**config.mk**
```make
export PLATFORM = sky130hd
export DESIGN_NAME = data_mux_rr
export DESIGN_NICKNAME = d
export VERILOG_FILES = /design/src/rtl/data_mux_rr.sv
export SDC_FILE = /design/constraint.sdc
export NUM_CORES = 1
export LEC_CHECK = 0
export CORE_MARGIN = 1.5
export CORE_UTILIZATION = 46
export DETAILED_ROUTE_END_ITERATION = 7
export DONT_BUFFER_PORTS = 1
export GPL_TIMING_DRIVEN = 0
export MAX_ROUTING_LAYER = met4
export PLACE_DENSITY = 0.72
export SLEW_MARGIN = 10
export SYNTH_ARGS = -nofsm -noshare
export SYNTH_HDL_FRONTEND = slang
export SYNTH_SLANG_ARGS = --single-unit
```
**constraint.sdc**
```tcl
create_clock -name clk -period 8.5 [get_ports clk]
set_input_delay 0.85 -clock clk [delete_from_list [all_inputs] [get_ports clk]]
set_output_delay 0.85 -clock clk [all_outputs]
set_load 0.02 [all_outputs]
```
**src/rtl/data_mux_rr.sv**
```systemverilog
// data_mux_rr: N-input stream multiplexer with one output register stage.
// It runs in FILL (idle words only) or RUN (forward stream data). The source
// is either a fixed stream index or a round-robin scan over the valid streams.
// Orbit-sync and link-reset pulses are held pending until the next load, so a
// word already in the output register is never dropped or altered.
module data_mux_rr #(
  parameter int DATA_WIDTH          = 32,
  parameter int N_INPUTS            = 4,
  parameter bit OUTPUT_REVERSE_BITS = 1'b1
) (
  input  logic                           clk,
  input  logic                           resetn,
  input  logic [N_INPUTS*DATA_WIDTH-1:0] tdata_in,
  input  logic [N_INPUTS-1:0]            tvalid_in,
  output logic [N_INPUTS-1:0]            tready_in,
  output logic [DATA_WIDTH-1:0]          tdata_out,
  output logic                           tvalid_out,
  input  logic                           tready_out,
  input  logic                           mode,
  input  logic [3:0]                     output_select,
  input  logic [15:0]                    n_idle_words,
  input  logic [DATA_WIDTH-1:0]          idle_word,
  input  logic [DATA_WIDTH-1:0]          idle_word_BX0,
  input  logic                           fc_orbitSync,
  input  logic                           fc_linkReset,
  output logic                           fill_active
);

  localparam logic [0:0] ST_FILL = 1'b0;
  localparam logic [0:0] ST_RUN  = 1'b1;

  logic [0:0]            state_reg, state_next;
  logic [15:0]           fill_cnt_reg, fill_cnt_next;
  logic [3:0]            rr_ptr_reg, rr_ptr_next;
  logic                  bx0_pending_reg, bx0_pending_next;
  logic                  lr_pending_reg, lr_pending_next;

  logic                  load_en;
  logic                  do_load;
  logic                  load_idle;
  logic                  run_ok;
  logic [3:0]            rr_sel;
  logic [4:0]            rr_idx;
  logic [4:0]            rr_inc;
  logic [3:0]            sel;
  logic                  sel_in_range;
  logic                  sel_valid;
  logic [15:0]           valid_pad;
  logic [DATA_WIDTH-1:0] data_arr [16];
  logic [DATA_WIDTH-1:0] word_next;
  logic [DATA_WIDTH-1:0] word_out;

  genvar gi;

  // Pad the stream vectors to 16 entries so a 4-bit select can index them
  // directly; entries beyond N_INPUTS read as not valid.
  generate
    for (gi = 0; gi < 16; gi++) begin : g_pad
      if (gi < N_INPUTS) begin : g_used
        assign valid_pad[gi] = tvalid_in[gi];
        assign data_arr[gi]  = tdata_in[gi*DATA_WIDTH +: DATA_WIDTH];
      end else begin : g_unused
        assign valid_pad[gi] = 1'b0;
        assign data_arr[gi]  = '0;
      end
    end
  endgenerate

  // Round-robin scan: walk from the farthest offset back to rr_ptr so the
  // first valid stream at or after rr_ptr wins.
  always_comb begin
    rr_sel = rr_ptr_reg;
    rr_idx = '0;
    for (int k = N_INPUTS - 1; k >= 0; k--) begin
      rr_idx = {1'b0, rr_ptr_reg} + 5'(k);
      if (rr_idx >= 5'(N_INPUTS)) begin
        rr_idx = rr_idx - 5'(N_INPUTS);
      end
      if (valid_pad[rr_idx[3:0]]) begin
        rr_sel = rr_idx[3:0];
      end
    end
  end

  assign load_en      = !tvalid_out || tready_out;
  assign sel          = mode ? rr_sel : output_select;
  assign sel_in_range = ({1'b0, sel} < 5'(N_INPUTS));
  assign sel_valid    = sel_in_range && valid_pad[sel];
  assign run_ok       = (state_reg == ST_RUN) && load_en && !lr_pending_reg;
  assign rr_inc       = {1'b0, sel} + 5'd1;
  assign fill_active  = (state_reg == ST_FILL);

  // Only the selected in-range stream sees ready, and only when its word
  // would actually be loaded this cycle.
  generate
    for (gi = 0; gi < N_INPUTS; gi++) begin : g_ready
      assign tready_in[gi] = run_ok && (sel == 4'(gi));
    end
  endgenerate

  // Next-state logic: link reset first, then FILL sequencing, then RUN.
  always_comb begin
    state_next       = state_reg;
    fill_cnt_next    = fill_cnt_reg;
    rr_ptr_next      = rr_ptr_reg;
    bx0_pending_next = bx0_pending_reg;
    lr_pending_next  = lr_pending_reg;
    do_load          = 1'b0;
    load_idle        = 1'b1;

    if (lr_pending_reg) begin
      if (load_en) begin
        do_load         = 1'b1;
        state_next      = ST_FILL;
        fill_cnt_next   = '0;
        rr_ptr_next     = '0;
        lr_pending_next = 1'b0;
      end
    end else if (state_reg == ST_FILL) begin
      if (n_idle_words == 16'd0) begin
        state_next    = ST_RUN;
        fill_cnt_next = '0;
      end else if (load_en) begin
        do_load = 1'b1;
        if (({1'b0, fill_cnt_reg} + 17'd1) >= {1'b0, n_idle_words}) begin
          state_next    = ST_RUN;
          fill_cnt_next = '0;
        end else begin
          fill_cnt_next = fill_cnt_reg + 16'd1;
        end
      end
    end else if (load_en) begin
      do_load = 1'b1;
      if (sel_valid) begin
        load_idle = 1'b0;
        if (mode) begin
          rr_ptr_next = (rr_inc == 5'(N_INPUTS)) ? 4'd0 : rr_inc[3:0];
        end
      end
    end

    // The BX0 marker is consumed by the first idle word actually loaded;
    // a fresh pulse always leaves a pending request behind.
    if (do_load && load_idle && bx0_pending_reg) begin
      bx0_pending_next = 1'b0;
    end
    if (fc_orbitSync) begin
      bx0_pending_next = 1'b1;
    end
    if (fc_linkReset) begin
      lr_pending_next = 1'b1;
    end
  end

  assign word_next = load_idle ? (bx0_pending_reg ? idle_word_BX0 : idle_word)
                               : data_arr[sel];

  // Optional bit reversal of every word entering the output register.
  generate
    if (OUTPUT_REVERSE_BITS) begin : g_rev
      for (gi = 0; gi < DATA_WIDTH; gi++) begin : g_bit
        assign word_out[gi] = word_next[DATA_WIDTH-1-gi];
      end
    end else begin : g_norev
      assign word_out = word_next;
    end
  endgenerate

  // Control state registers.
  always_ff @(posedge clk or negedge resetn) begin
    if (!resetn) begin
      state_reg       <= ST_FILL;
      fill_cnt_reg    <= '0;
      rr_ptr_reg      <= '0;
      bx0_pending_reg <= 1'b0;
      lr_pending_reg  <= 1'b0;
    end else begin
      state_reg       <= state_next;
      fill_cnt_reg    <= fill_cnt_next;
      rr_ptr_reg      <= rr_ptr_next;
      bx0_pending_reg <= bx0_pending_next;
      lr_pending_reg  <= lr_pending_next;
    end
  end

  // Output register: loads only on do_load, otherwise holds its word.
  always_ff @(posedge clk or negedge resetn) begin
    if (!resetn) begin
      tdata_out  <= '0;
      tvalid_out <= 1'b0;
    end else if (do_load) begin
      tdata_out  <= word_out;
      tvalid_out <= 1'b1;
    end
  end

endmodule
```
# Yosys cells after proc, flatten, opt, wreduce, memory -nomap -nowiden
# Cells that the tools add are included.
dict set report classes {
  bitwise_logic 2
  muxes 56
  order_cmp 12
  n_eq_ne 6
  n_addsub 10
  reduce_logical 21
}
# op n
set op_table {}
lappend op_table {{$bmux 32 s4} 1}
lappend op_table {{$mux 32} 4}
lappend op_table {{$mux 16} 6}
lappend op_table {{$mux 4} 16}
lappend op_table {{$lt 4x5->1 const B} 5}
lappend op_table {{$mux 1} 24}
lappend op_table {{$bmux 1 s4} 5}
lappend op_table {{$add 16x1->17 const B} 1}
lappend op_table {{$ge 17x16->1} 1}
lappend op_table {{$add 16x1->16 const B} 1}
lappend op_table {{$logic_not 16->1} 1}
lappend op_table {{$sub 4x3->4 const B} 4}
lappend op_table {{$ge 5x3->1 const B} 3}
lappend op_table {{$add 4x1->5 const B} 2}
lappend op_table {{$add 4x2->5 const B} 2}
lappend op_table {{$reduce_bool 2->1} 5}
lappend op_table {{$logic_and 1x1->1} 9}
lappend op_table {{$eq 4x2->1 const B} 2}
lappend op_table {{$eq 5x3->1 const B} 1}
lappend op_table {{$ge 5x5->1 const B} 1}
lappend op_table {{$not 4->5} 1}
lappend op_table {{$eq 4x1->1 const B} 1}
lappend op_table {{$ge 4x3->1 const B} 1}
lappend op_table {{$logic_not 4->1} 1}
lappend op_table {{other kinds (7)} 9}
dict set report word_totals {
  reg_bits 56
}

# Longest topological paths before layout
dict set report depth {
  depth_word 21
  mapped_depth 19
  depth_no_buf 16
}

# Least setup slack after synthesis
# OpenSTA, ideal clock, no wires.
dict set report synth_timing {
  path_kind {register to output}
  start {register rr_ptr_reg[0]}
  end {output port tready_in[3]}
  arrival_time_ns 3.889
  path_buffers 4
  path_stages_with_launch 17
  required_time_ns 7.650
  slack_ns 3.761
  path_cell_list {dfrtp_1 > buf_2 > buf_4 > inv_2 > ha_1 > xnor2_1 > ha_1 > o21ai_0 > a31oi_1 > o311ai_1 > o2111ai_1 > o211ai_1 > buf_2 > buf_2 > ha_1 > nand2_1 > nor4_1}
}
dict set report synth_between {
  elab_chain_cells 12
  word_cells_on_any_way 30
  cone_classes {add/sub: 7; order compare: 4; eq/ne: 1; mux: 17; reduce/logical: 1}
}
# element line
set synth_lines {}
lappend synth_lines {{from (decl)} 34} ;# logic [3:0] rr_ptr_reg, rr_ptr_next;
lappend synth_lines {{from (signal assigned)} 180} ;# rr_ptr_reg <= rr_ptr_next;
lappend synth_lines {{$add 4x2->5} 75} ;# rr_idx = {1'b0, rr_ptr_reg} + 5'(k);
lappend synth_lines {{$sub 4x3->4 or $ge 5x3->1 (tied branches)} {77, 76}}
lappend synth_lines {{$mux 4} 76} ;# if (rr_idx >= 5'(N_INPUTS)) begin
lappend synth_lines {{$bmux 1 s4} 79} ;# if (valid_pad[rr_idx[3:0]]) begin
lappend synth_lines {{$mux 1 (not written as such)} 79}
lappend synth_lines {{$mux 4 (3 in a row)} 79}
lappend synth_lines {{$mux 4 *} 79}
lappend synth_lines {{$mux 4 *} 86} ;# assign sel = mode ? rr_sel : output_select;
lappend synth_lines {{$eq 4x2->1 *} 97} ;# assign tready_in[gi] = run_ok && (sel == 4'(gi));
lappend synth_lines {{$logic_and 1x1->1 *} 97}
lappend synth_lines {{to (decl)} 15} ;# output logic [N_INPUTS-1:0] tready_in,
# Every way passes the cells marked *; elsewhere a longest branch is shown, timed or not. The select of a mux whose other input is x is not followed.

# Worst setup path after layout
dict set report layout_timing {
  start {register rr_ptr_reg[1]}
  end {output port tready_in[3]}
}
# Same word-level chain as after synthesis.

==> out/results.txt <==
Routed wire length - 19,200 um
Fill cells - 1,189
Total gr overflow - 0
M3 GR Usage - 12.0%
Avg Cell Area, Syn - 8.73 um^2
Synth Warn # - 0
Port Buffer Count - 0
Global-route wire length before repair - 28,300 um
Cells resized by post-CTS repair - 0
Post-synthesis cell type count - 64
CTS tree - built
CP Data Arrival Time - 5.31 ns
Die Footprint - 13,200 um^2
CP Class - flop to output port
Number of flip-flops in the largest register - 32
Outcome - finished, final reports clean
Detailed Routing Iterations Pass 1 - 4
Hold slack - 0.245 ns
Ys async rst share - 100%
Worst skew pair latency - 0.29 ns
Root Buffer - clkbuf_16
Fraction of layout instances using a drive strength above 1 - 11.1%
Placeable core area - 12,100 um^2
Hold Fails Final Rpt - 0
Hold Path Class - primary input to asynchronous set/reset pin
CTS clk-pin slew, worst paths - 0.07 ns
Synth Register Bits - 56
Commonest cells after routing, fill and taps aside - nand2_1 (130), mux2i_1 (100), dfrtp_1 (56)
Area growth syn-to-layout - 6.26%
Initial antenna violation count - 1
Most common cell after layout, fill and taps aside - nand2_1
Met1 Use GR - 34.9%
Crit. End Element - output port
CTS Hold Buffers Added - 0
Ports - 260
Placed cell count - 828
Routed WL per cell - 23.0 um
Clock buffer depth - 2
CP max FO - 11
Setup bufs post-CTS - 0
PD cells - 213 nW/um^2
Clock skew after layout - 0.00604 ns
Final Worst Setup Slack - 2.34 ns
Gpl congestion - 0.938
Hpwl dp - 15,500 um
Post-Place Setup Slack - 2.71 ns
Drt via density - 6.41
Post-synth EDFFs - 0
Largest net degree at the start of global routing - 57
Clk sinks - 56
Vias in the first global route - 5,348
Setup-failing EPs final - 0
Top Usage Layer GRT - met2
Initial DRC Count - 349
Period utilisation layout - 72.5%
Vias - 5,361
Register area - 1400 um^2
Slew HR - 27.5%
Period minus WS final - 6.16 ns
Setup TNS - 0 ns
Element type at the critical path start - flop
Die Span Y - 115 um
Dominant synthesized flop cell - dfrtp_1
FP Rows - 40
RSZ-0062 raised after global routing - no
CTS Buf Count - 5
Mapped Cells - 660
Area of the multi-input gates - 4030 um^2
Synth Cell Area - 5760 um^2
Worst Tran Pin Value - 1.08 ns
Leakage - 2.76 nW
WP data required - 7.65 ns
Worst vdd ir - 102 uV
Residual DRC - 0
Finished Core Util - 50.5%
Max-cap violation count - 0
H-tree depth - 2
Die X-Extent - 115 um
Starting Density - 47.6%
Fin nets - 922
Antenna Nets Post-Route - 0
Final Non-Filler Cells - 836
Syn_nets - 915
Register area share after synthesis - 24.3%
Gr usage total - 28.6%
Grt met2 use - 44.2%
Pins over their slew limit - 0
F_max - 162 MHz
==> worst max-delay path, cell delays in order (launching register included) <==
cell and delay (ns):
dfrtp_1 0.59, inv_1 0.26, ha_1 0.30, a21oi_4 0.21, xnor2_4 0.16, ha_1 0.28, o21ai_0 0.16, a31oi_1 0.13
o311ai_1 0.63, o2111ai_1 0.20, o211ai_1 0.19, buf_2 0.38, buf_2 0.39, ha_1 0.22, nand2_1 0.08, nor4_1 0.82
==> path summary, 6_finish.rpt <==
kind | startpoint | to | slack [ns] | depth (start not counted)
min | resetn | tdata_out[21] | 0.25 | 0
max reg2reg | rr_ptr_reg[1] | tdata_out[14] | 3.76 | 16
max | rr_ptr_reg[1] | tready_in[3] | 2.34 | 15
min reg2reg | fill_cnt_reg[15] | fill_cnt_reg[15] | 0.55 | 1
max in group asynchronous | resetn | tdata_out[9] | 8.14 | 0
min in group clk | fill_cnt_reg[15] | fill_cnt_reg[15] | 0.55 | 1
==> logic make-up after synthesis <==
kind of cell,synth area share (%)
XOR/XNOR,2.30
multiplexers,17.8
AO/OA/AOI/OAI,20.6
buffers and inverters,5.76
AND/OR/NAND/NOR,22.0
adder cells (fa/ha/maj),7.17
flip-flops,24.3
==> final cells by class <==
type / instances / share of cell area, %
antenna: 1 / 0.0409
buffer: 45 / 3.56
clock buffer: 6 / 2.27
clock inverter: 1 / 0.143
inverter: 29 / 1.86
multi-input combinational: 530 / 65.8
sequential: 56 / 22.9
tap: 168 / 3.43
==> synthesized netlist by cell type (4+ instances only) <==
cell | n | area share, %
nor3_1 | 5 | 0.43
buf_2 | 9 | 0.78
ha_1 | 33 | 7.2
nor2b_1 | 7 | 0.76
a21o_1 | 7 | 0.91
a21oi_1 | 6 | 0.52
nor2_1 | 24 | 1.6
buf_6 | 4 | 0.78
nand4_1 | 38 | 4.1
dfrtp_1 | 56 | 24
nor4_1 | 5 | 0.54
a32o_1 | 8 | 1.4
and3_1 | 4 | 0.43
o311ai_1 | 4 | 0.61
o311ai_2 | 30 | 8.5
inv_1 | 25 | 1.6
nand2b_1 | 7 | 0.76
or3_1 | 4 | 0.43
mux2i_1 | 100 | 17
a31oi_1 | 6 | 0.65
o21a_1 | 6 | 0.78
o211ai_1 | 9 | 1.2
clkbuf_1 | 30 | 2.0
o21ai_0 | 10 | 0.87
and2_1 | 7 | 0.76
or2_2 | 8 | 0.87
xnor2_1 | 7 | 1.1
nand2_1 | 130 | 8.5
xor2_1 | 5 | 0.76
nand3_1 | 17 | 1.5
==> stage by stage <==
step,area (um^2),power [mW]
after floorplan,5760,0.906
final,6120,1.30
after CTS,6120,1.30
after global routing,6120,1.39
after global placement,5970,1.05
after detailed placement,5970,1.08
==> metal layers <==
metal,vias up,routed length [um]
met5,-,0
met4,0,353
met3,27,2230
met2,253,8830
met1,2635,7820
li1,2446,-
==> power breakdown <==
group	total, mW	internal [mW]	leakage (nW)	switching (mW)
logic	0.743	0.283	1.97	0.460
clock network	0.214	0.117	0.0729	0.0971
registers	0.346	0.289	0.711	0.0573
total	1.30	0.688	2.76	0.614
Power figures use the tool's default switching activity.
